--- src/rtl/park_tr_gen_if.sv ---
// Sample/result bus of the Park rotator: inputs arrive with i_en, results leave with o_en.
interface park_tr_gen_if #(
  parameter int DW = 16,
  parameter int CW = 16
);
  logic                 i_en;
  logic                 i_inv;
  logic signed [DW-1:0] i_x0;
  logic signed [DW-1:0] i_x1;
  logic signed [CW-1:0] i_sin;
  logic signed [CW-1:0] i_cos;
  logic                 i_clr;
  logic                 o_en;
  logic signed [DW-1:0] o_y0;
  logic signed [DW-1:0] o_y1;
  logic                 o_sat;

  modport master (
    output i_en, i_inv, i_x0, i_x1, i_sin, i_cos, i_clr,
    input  o_en, o_y0, o_y1, o_sat
  );

  modport slave (
    input  i_en, i_inv, i_x0, i_x1, i_sin, i_cos, i_clr,
    output o_en, o_y0, o_y1, o_sat
  );
endinterface

--- src/rtl/park_tr_gen.sv ---
// Park / inverse-Park rotator: products, rotate + round + saturate, optional shift IIR low-pass.
// Three register stages, one sample per clock, no backpressure.
module park_tr_gen #(
  parameter int DW        = 16,
  parameter int CW        = 16,
  parameter int LPF_SHIFT = 0
) (
  input logic          clk,
  input logic          rst,
  park_tr_gen_if.slave bus
);
  localparam int PW = DW + CW;
  localparam int SW = PW + 1;
  localparam int FW = DW + 1;

  localparam logic signed [SW-1:0] RND    = {{(SW-CW+2){1'b0}}, 1'b1, {(CW-3){1'b0}}};
  localparam logic signed [SW-1:0] SAT_HI = {{(SW-DW+1){1'b0}}, {(DW-1){1'b1}}};
  localparam logic signed [SW-1:0] SAT_LO = {{(SW-DW+1){1'b1}}, {(DW-1){1'b0}}};

  typedef logic signed [PW-1:0] prod_t;
  typedef logic signed [SW-1:0] sum_t;
  typedef logic signed [DW-1:0] data_t;

  function automatic prod_t mul(input data_t x, input logic signed [CW-1:0] c);
    prod_t xe;
    prod_t ce;
    xe = PW'(x);
    ce = PW'(c);
    return xe * ce;
  endfunction

  // Round half up: add half an LSB of the output, then arithmetic shift.
  function automatic sum_t scale(input sum_t s);
    sum_t t;
    t = s + RND;
    return t >>> (CW - 2);
  endfunction

  function automatic logic clipped(input sum_t s);
    return (s > SAT_HI) || (s < SAT_LO);
  endfunction

  function automatic data_t clip(input sum_t s);
    if (s > SAT_HI) return DW'(SAT_HI);
    if (s < SAT_LO) return DW'(SAT_LO);
    return DW'(s);
  endfunction

  function automatic data_t lpf(input data_t x, input data_t y);
    logic signed [FW-1:0] diff;
    diff = FW'(x) - FW'(y);
    return DW'(FW'(y) + (diff >>> LPF_SHIFT));
  endfunction

  logic  v1_q, v1_d, inv1_q, inv1_d;
  prod_t p0c_q, p0c_d, p0s_q, p0s_d, p1c_q, p1c_d, p1s_q, p1s_d;
  logic  v2_q, v2_d, sat2_q, sat2_d;
  data_t r0_q, r0_d, r1_q, r1_d;
  logic  en_q, en_d, sat_q, sat_d, primed_q, primed_d;
  data_t y0_q, y0_d, y1_q, y1_d, f0_q, f0_d, f1_q, f1_d;
  sum_t  s0, s1;
  data_t n0, n1;

  always_comb begin
    v1_d   = bus.i_en;
    inv1_d = inv1_q;
    p0c_d  = p0c_q;
    p0s_d  = p0s_q;
    p1c_d  = p1c_q;
    p1s_d  = p1s_q;
    if (bus.i_en) begin
      inv1_d = bus.i_inv;
      p0c_d  = mul(bus.i_x0, bus.i_cos);
      p0s_d  = mul(bus.i_x0, bus.i_sin);
      p1c_d  = mul(bus.i_x1, bus.i_cos);
      p1s_d  = mul(bus.i_x1, bus.i_sin);
    end

    s0 = scale(inv1_q ? SW'(p0c_q) - SW'(p1s_q) : SW'(p0c_q) + SW'(p1s_q));
    s1 = scale(inv1_q ? SW'(p0s_q) + SW'(p1c_q) : SW'(p1c_q) - SW'(p0s_q));

    v2_d   = v1_q;
    r0_d   = r0_q;
    r1_d   = r1_q;
    sat2_d = sat2_q;
    if (v1_q) begin
      r0_d   = clip(s0);
      r1_d   = clip(s1);
      sat2_d = clipped(s0) | clipped(s1);
    end

    // A clear coinciding with a valid sample turns that sample into the preload.
    n0 = r0_q;
    n1 = r1_q;
    if (LPF_SHIFT != 0 && primed_q && !bus.i_clr) begin
      n0 = lpf(r0_q, f0_q);
      n1 = lpf(r1_q, f1_q);
    end

    en_d     = v2_q;
    y0_d     = y0_q;
    y1_d     = y1_q;
    sat_d    = sat_q;
    f0_d     = f0_q;
    f1_d     = f1_q;
    primed_d = primed_q;
    if (v2_q) begin
      y0_d     = n0;
      y1_d     = n1;
      sat_d    = sat2_q;
      f0_d     = n0;
      f1_d     = n1;
      primed_d = 1'b1;
    end else if (bus.i_clr) begin
      f0_d     = '0;
      f1_d     = '0;
      primed_d = 1'b0;
    end
  end

  always_ff @(posedge clk or posedge rst) begin
    if (rst) begin
      v1_q     <= 1'b0;
      inv1_q   <= 1'b0;
      p0c_q    <= '0;
      p0s_q    <= '0;
      p1c_q    <= '0;
      p1s_q    <= '0;
      v2_q     <= 1'b0;
      sat2_q   <= 1'b0;
      r0_q     <= '0;
      r1_q     <= '0;
      en_q     <= 1'b0;
      sat_q    <= 1'b0;
      primed_q <= 1'b0;
      y0_q     <= '0;
      y1_q     <= '0;
      f0_q     <= '0;
      f1_q     <= '0;
    end else begin
      v1_q     <= v1_d;
      inv1_q   <= inv1_d;
      p0c_q    <= p0c_d;
      p0s_q    <= p0s_d;
      p1c_q    <= p1c_d;
      p1s_q    <= p1s_d;
      v2_q     <= v2_d;
      sat2_q   <= sat2_d;
      r0_q     <= r0_d;
      r1_q     <= r1_d;
      en_q     <= en_d;
      sat_q    <= sat_d;
      primed_q <= primed_d;
      y0_q     <= y0_d;
      y1_q     <= y1_d;
      f0_q     <= f0_d;
      f1_q     <= f1_d;
    end
  end

  assign bus.o_en  = en_q;
  assign bus.o_y0  = y0_q;
  assign bus.o_y1  = y1_q;
  assign bus.o_sat = sat_q;
endmodule
--- src/flat_wrapper.sv ---
// flat-port wrapper written by rule: the top's interface ports become plain ports
module park_tr_gen_flat 
#(
  parameter int DW        = 16,
  parameter int CW        = 16,
  parameter int LPF_SHIFT = 0
)
  (clk, rst, bus_i_en, bus_i_inv, bus_i_x0, bus_i_x1, bus_i_sin, bus_i_cos, bus_i_clr, bus_o_en, bus_o_y0, bus_o_y1, bus_o_sat);
  park_tr_gen_if #(.DW(DW), .CW(CW)) bus_i ();
  input logic clk;
  input logic rst;
  input wire logic [$bits(bus_i.i_en)-1:0] bus_i_en;
  input wire logic [$bits(bus_i.i_inv)-1:0] bus_i_inv;
  input wire logic [$bits(bus_i.i_x0)-1:0] bus_i_x0;
  input wire logic [$bits(bus_i.i_x1)-1:0] bus_i_x1;
  input wire logic [$bits(bus_i.i_sin)-1:0] bus_i_sin;
  input wire logic [$bits(bus_i.i_cos)-1:0] bus_i_cos;
  input wire logic [$bits(bus_i.i_clr)-1:0] bus_i_clr;
  output wire logic [$bits(bus_i.o_en)-1:0] bus_o_en;
  output wire logic [$bits(bus_i.o_y0)-1:0] bus_o_y0;
  output wire logic [$bits(bus_i.o_y1)-1:0] bus_o_y1;
  output wire logic [$bits(bus_i.o_sat)-1:0] bus_o_sat;
  assign bus_i.i_en = bus_i_en;
  assign bus_i.i_inv = bus_i_inv;
  assign bus_i.i_x0 = bus_i_x0;
  assign bus_i.i_x1 = bus_i_x1;
  assign bus_i.i_sin = bus_i_sin;
  assign bus_i.i_cos = bus_i_cos;
  assign bus_i.i_clr = bus_i_clr;
  assign bus_o_en = bus_i.o_en;
  assign bus_o_y0 = bus_i.o_y0;
  assign bus_o_y1 = bus_i.o_y1;
  assign bus_o_sat = bus_i.o_sat;
  park_tr_gen #(.DW(DW), .CW(CW), .LPF_SHIFT(LPF_SHIFT)) u_core (.clk(clk), .rst(rst), .bus(bus_i));
endmodule
--- config.mk ---
export PLATFORM = sky130hd
export DESIGN_NAME = park_tr_gen_flat
export DESIGN_NICKNAME = d
export VERILOG_FILES = /design/src/rtl/park_tr_gen_if.sv /design/src/rtl/park_tr_gen.sv /design/src/flat_wrapper.sv
export SDC_FILE = /design/constraint.sdc
export NUM_CORES = 2
export LEC_CHECK = 0
export ABC_AREA = 0
export CORE_MARGIN = 4
export CORE_UTILIZATION = 45
export DETAILED_ROUTE_END_ITERATION = 12
export PLACE_DENSITY_LB_ADDON = 0.05
export SLEW_MARGIN = 10
export SYNTH_ARGS = -nofsm -noshare
export SYNTH_HDL_FRONTEND = slang
export SYNTH_SLANG_ARGS = --single-unit
export TNS_END_PERCENT = 30
--- constraint.sdc ---
create_clock -name clk -period 6.4 [get_ports clk]
set_clock_uncertainty 0.15 [all_clocks]
set_input_delay 0.96 -clock clk [delete_from_list [all_inputs] [get_ports clk]]
set_output_delay 0.96 -clock clk [all_outputs]
set_load 0.02 [all_outputs]
==> flow_summary.toml <==
[sta]
slew_headroom = 0.357
fmax_ghz = 0.146
fin_crit_ns = 6.83
rsz0062_at_grt = "true"
setup_violations = 43
fin_crit_sh = 1.07
worstMarginPinSlew_ns = 0.965
fin_ws_ns = -0.429
hold_viol = 0
report.final.slew_viol_count = 0

[critical_path]
slowest_delay_ns = 0.54
rr_startpoint = "u_core.p0s_q[6]"
rrSetupSlack_ns = 0.38
crit_fanout = 4
rr_worst_depth = 23
cp.required_ns = 6.63
slowest_stage = "fa_1"
worst_setup_path_start_kind = "primary input"
critPathKind = "primary input to flop"
crit_start = "bus_i_x1[10]"
critPathArrivalTime_ns = 7.06
crit_path_end_kind = "flop"
reg2reg_to = "u_core.n1[11]"
crit_path_frequent_cell = "fa_1"
endpoint = "u_core.p1c_q[30]"

[floorplanning]
die_area_mm2 = 0.120
rows = 123
die_w_um = 347
core_mm2 = 0.113
io_pins = 103
initial_core_util = 0.456
die_h_um = 347

[yosys]
synth_nets = 7114
async_reset_ff_frac = 1.00
syn_area_per_cell_um2 = 9.21
yosys_warnings = 0
synth_ff_type = "dfrtp_1"
synth_seq_area_share = 0.0960
synth.area.top_cells = "fa_1, dfrtp_1, ha_1"
synth_cell_types = 87
synth_edf_count = 0
synth_area_leader_cell = "fa_1"
netlist_area_mm2 = 0.0516
synth_top_area_frac = 0.406
synth_cells = 5603
synth_seq_cells = 198

[route]
routedWlPerCell_um = 20.0
drtIter0Drc = 2530
via_per_inst = 5.10
drtAntennaViolNets = 0
route.detailed.drc = 0
totalWireLength_um = 160000
firstDrtPassIters = 5
num_vias = 40800

[placed_design]
dp_hpwl_um = 129000
dp.cells = 7693
dpl-instance-area_mm2 = 0.0605
port_buffers = 101
routabilityCongestion = 0.928
pre_cts_ws_ns = -1.46

[grt]
grt_remaining_overflow = 0
grt_pass1_vias = 43000
use_met3 = 0.0302
grt_use_total = 0.270
grt_pass1_wl_um = 251000
grt_max_degree = 166
grt.met2_usage = 0.426
gr-max-usage-layer = "met2"
antenna_found_initial = 5
grt_use_met1 = 0.404

[run_status]
status = "finished with violations"
violations = "setup timing"

[clock_tree]
cts_max_level = 4
ctsHoldBuffers = 0
cts_tree = "done"
cts-root-buf = "clkbuf_16"
clk_latency_ns = 0.51
cts.clk_slew.worst_paths_ns = 0.08
clock_path_buffers = 2
numCtsBuffers = 17
clkSinkCount = 198

[cells_and_area]
finalNonFillerCells = 7993
final_common_cell = "inv_1"
num-fill-cells = 10100
layout_common_cells = "inv_1, fa_1, buf_4"
final_util = 0.584
area_delta_synth_final_pct = 28.0
nNetsFinal = 7989
drive_gt1_frac = 0.259
design_area_mm2 = 0.0661

[run]
maxCapViolCount = 0

[worst_hold_path]
min_path_type = "flop to flop"
[critical path, delay by kind of cell]
kind                     cells  cell delay [ns]
AO/OA/AOI/OAI                6             0.98
XOR/XNOR                     1             0.09
adder cells (fa/ha/maj)      7             3.21
buffers and inverters       10             0.80
multiplexers                 1             0.25
AND/OR/NAND/NOR              4             0.74
[stage by stage]
stage	hold slack (ns)	setup TNS, ns
2_1_floorplan	0.202	-5.65
3_3_place_gp	0.327	-74.52
3_5_place_dp	0.332	-78.22
4_1_cts	0.350	-9.39
5_1_grt	0.374	-17.37
6_report	0.348	-9.52
[cells by family after synthesis]
group                      after synthesis  synth area share
AOI/OAI and AO/OA                      569            0.0737
xor gates and xnor gates               261            0.0443
muxes                                  136            0.0295
and+or+nand+nor                       1570             0.150
adders and majority gates             1442             0.502
buffers and inverters                 1427             0.104
DFF                                    198            0.0960
[layer usage]
metal | vias to the layer above | share of wire
li1 | 18900 | -
met1 | 20800 | 0.47
met5 | - | 0.000081
met4 | 2 | 0.026
met2 | 938 | 0.45
met3 | 134 | 0.057
[synth_stat cells, types with 78 or more instances]
cell type and n:
a21oi_1 196, and2_1 425, clkbuf_1 236, dfrtp_1 198, fa_1 1048, ha_1 394, inv_1 1183, mux2_2 129
nand2_1 653, nor2_1 165, o21ai_0 78, xnor2_1 185
[area by class of cell]
type,count,area [um2],area share
Inverter,1183,4450,0.0674
Sequential cell,198,4960,0.0750
Clock buffer,18,439,0.00665
Clock inverter,14,175,0.00265
Timing Repair Buffer,1100,10900,0.164
Antenna cell,2,5.00,0.0000757
Tap cell,1500,1880,0.0284
Multi-Input combinational cell,3978,43300,0.655
[registers in the layout, indices dropped and copies added (netlist names), 16 cells and up]
name             cells
u_core.p0c_q        32
u_core.p0s_q        32
u_core.p1c_q        32
u_core.p1s_q        32
u_core.bus.o_y0     16
u_core.bus.o_y1     16
u_core.n0           16
u_core.n1           16
[worst min-delay path by stage]
stage / startpoint / to / depth (start not counted)
global route: u_core.n0[6] / u_core.bus.o_y0[6] / 1
floorplan: u_core.en_d / u_core.bus.o_en / 0
CTS: u_core.n1[4] / u_core.bus.o_y1[4] / 1
finish: u_core.n1[4] / u_core.bus.o_y1[4] / 1
global placement: u_core.n1[8] / u_core.bus.o_y1[8] / 1
detailed placement: u_core.n1[4] / u_core.bus.o_y1[4] / 1
[repair_timing]
action | in CTS | in global routing
setup endpoints to repair | 82 | 94
cloned | 18 | 7
buffers inserted | 193 | 81
endpoints found under the hold margin | 0 | 0
pin swaps | 216 | 264
gates resized for setup | 543 | 319
Power is left out: the tool's default activity adds up to more than one toggle a clock period on the data nets, which glitch-free logic cannot reach.
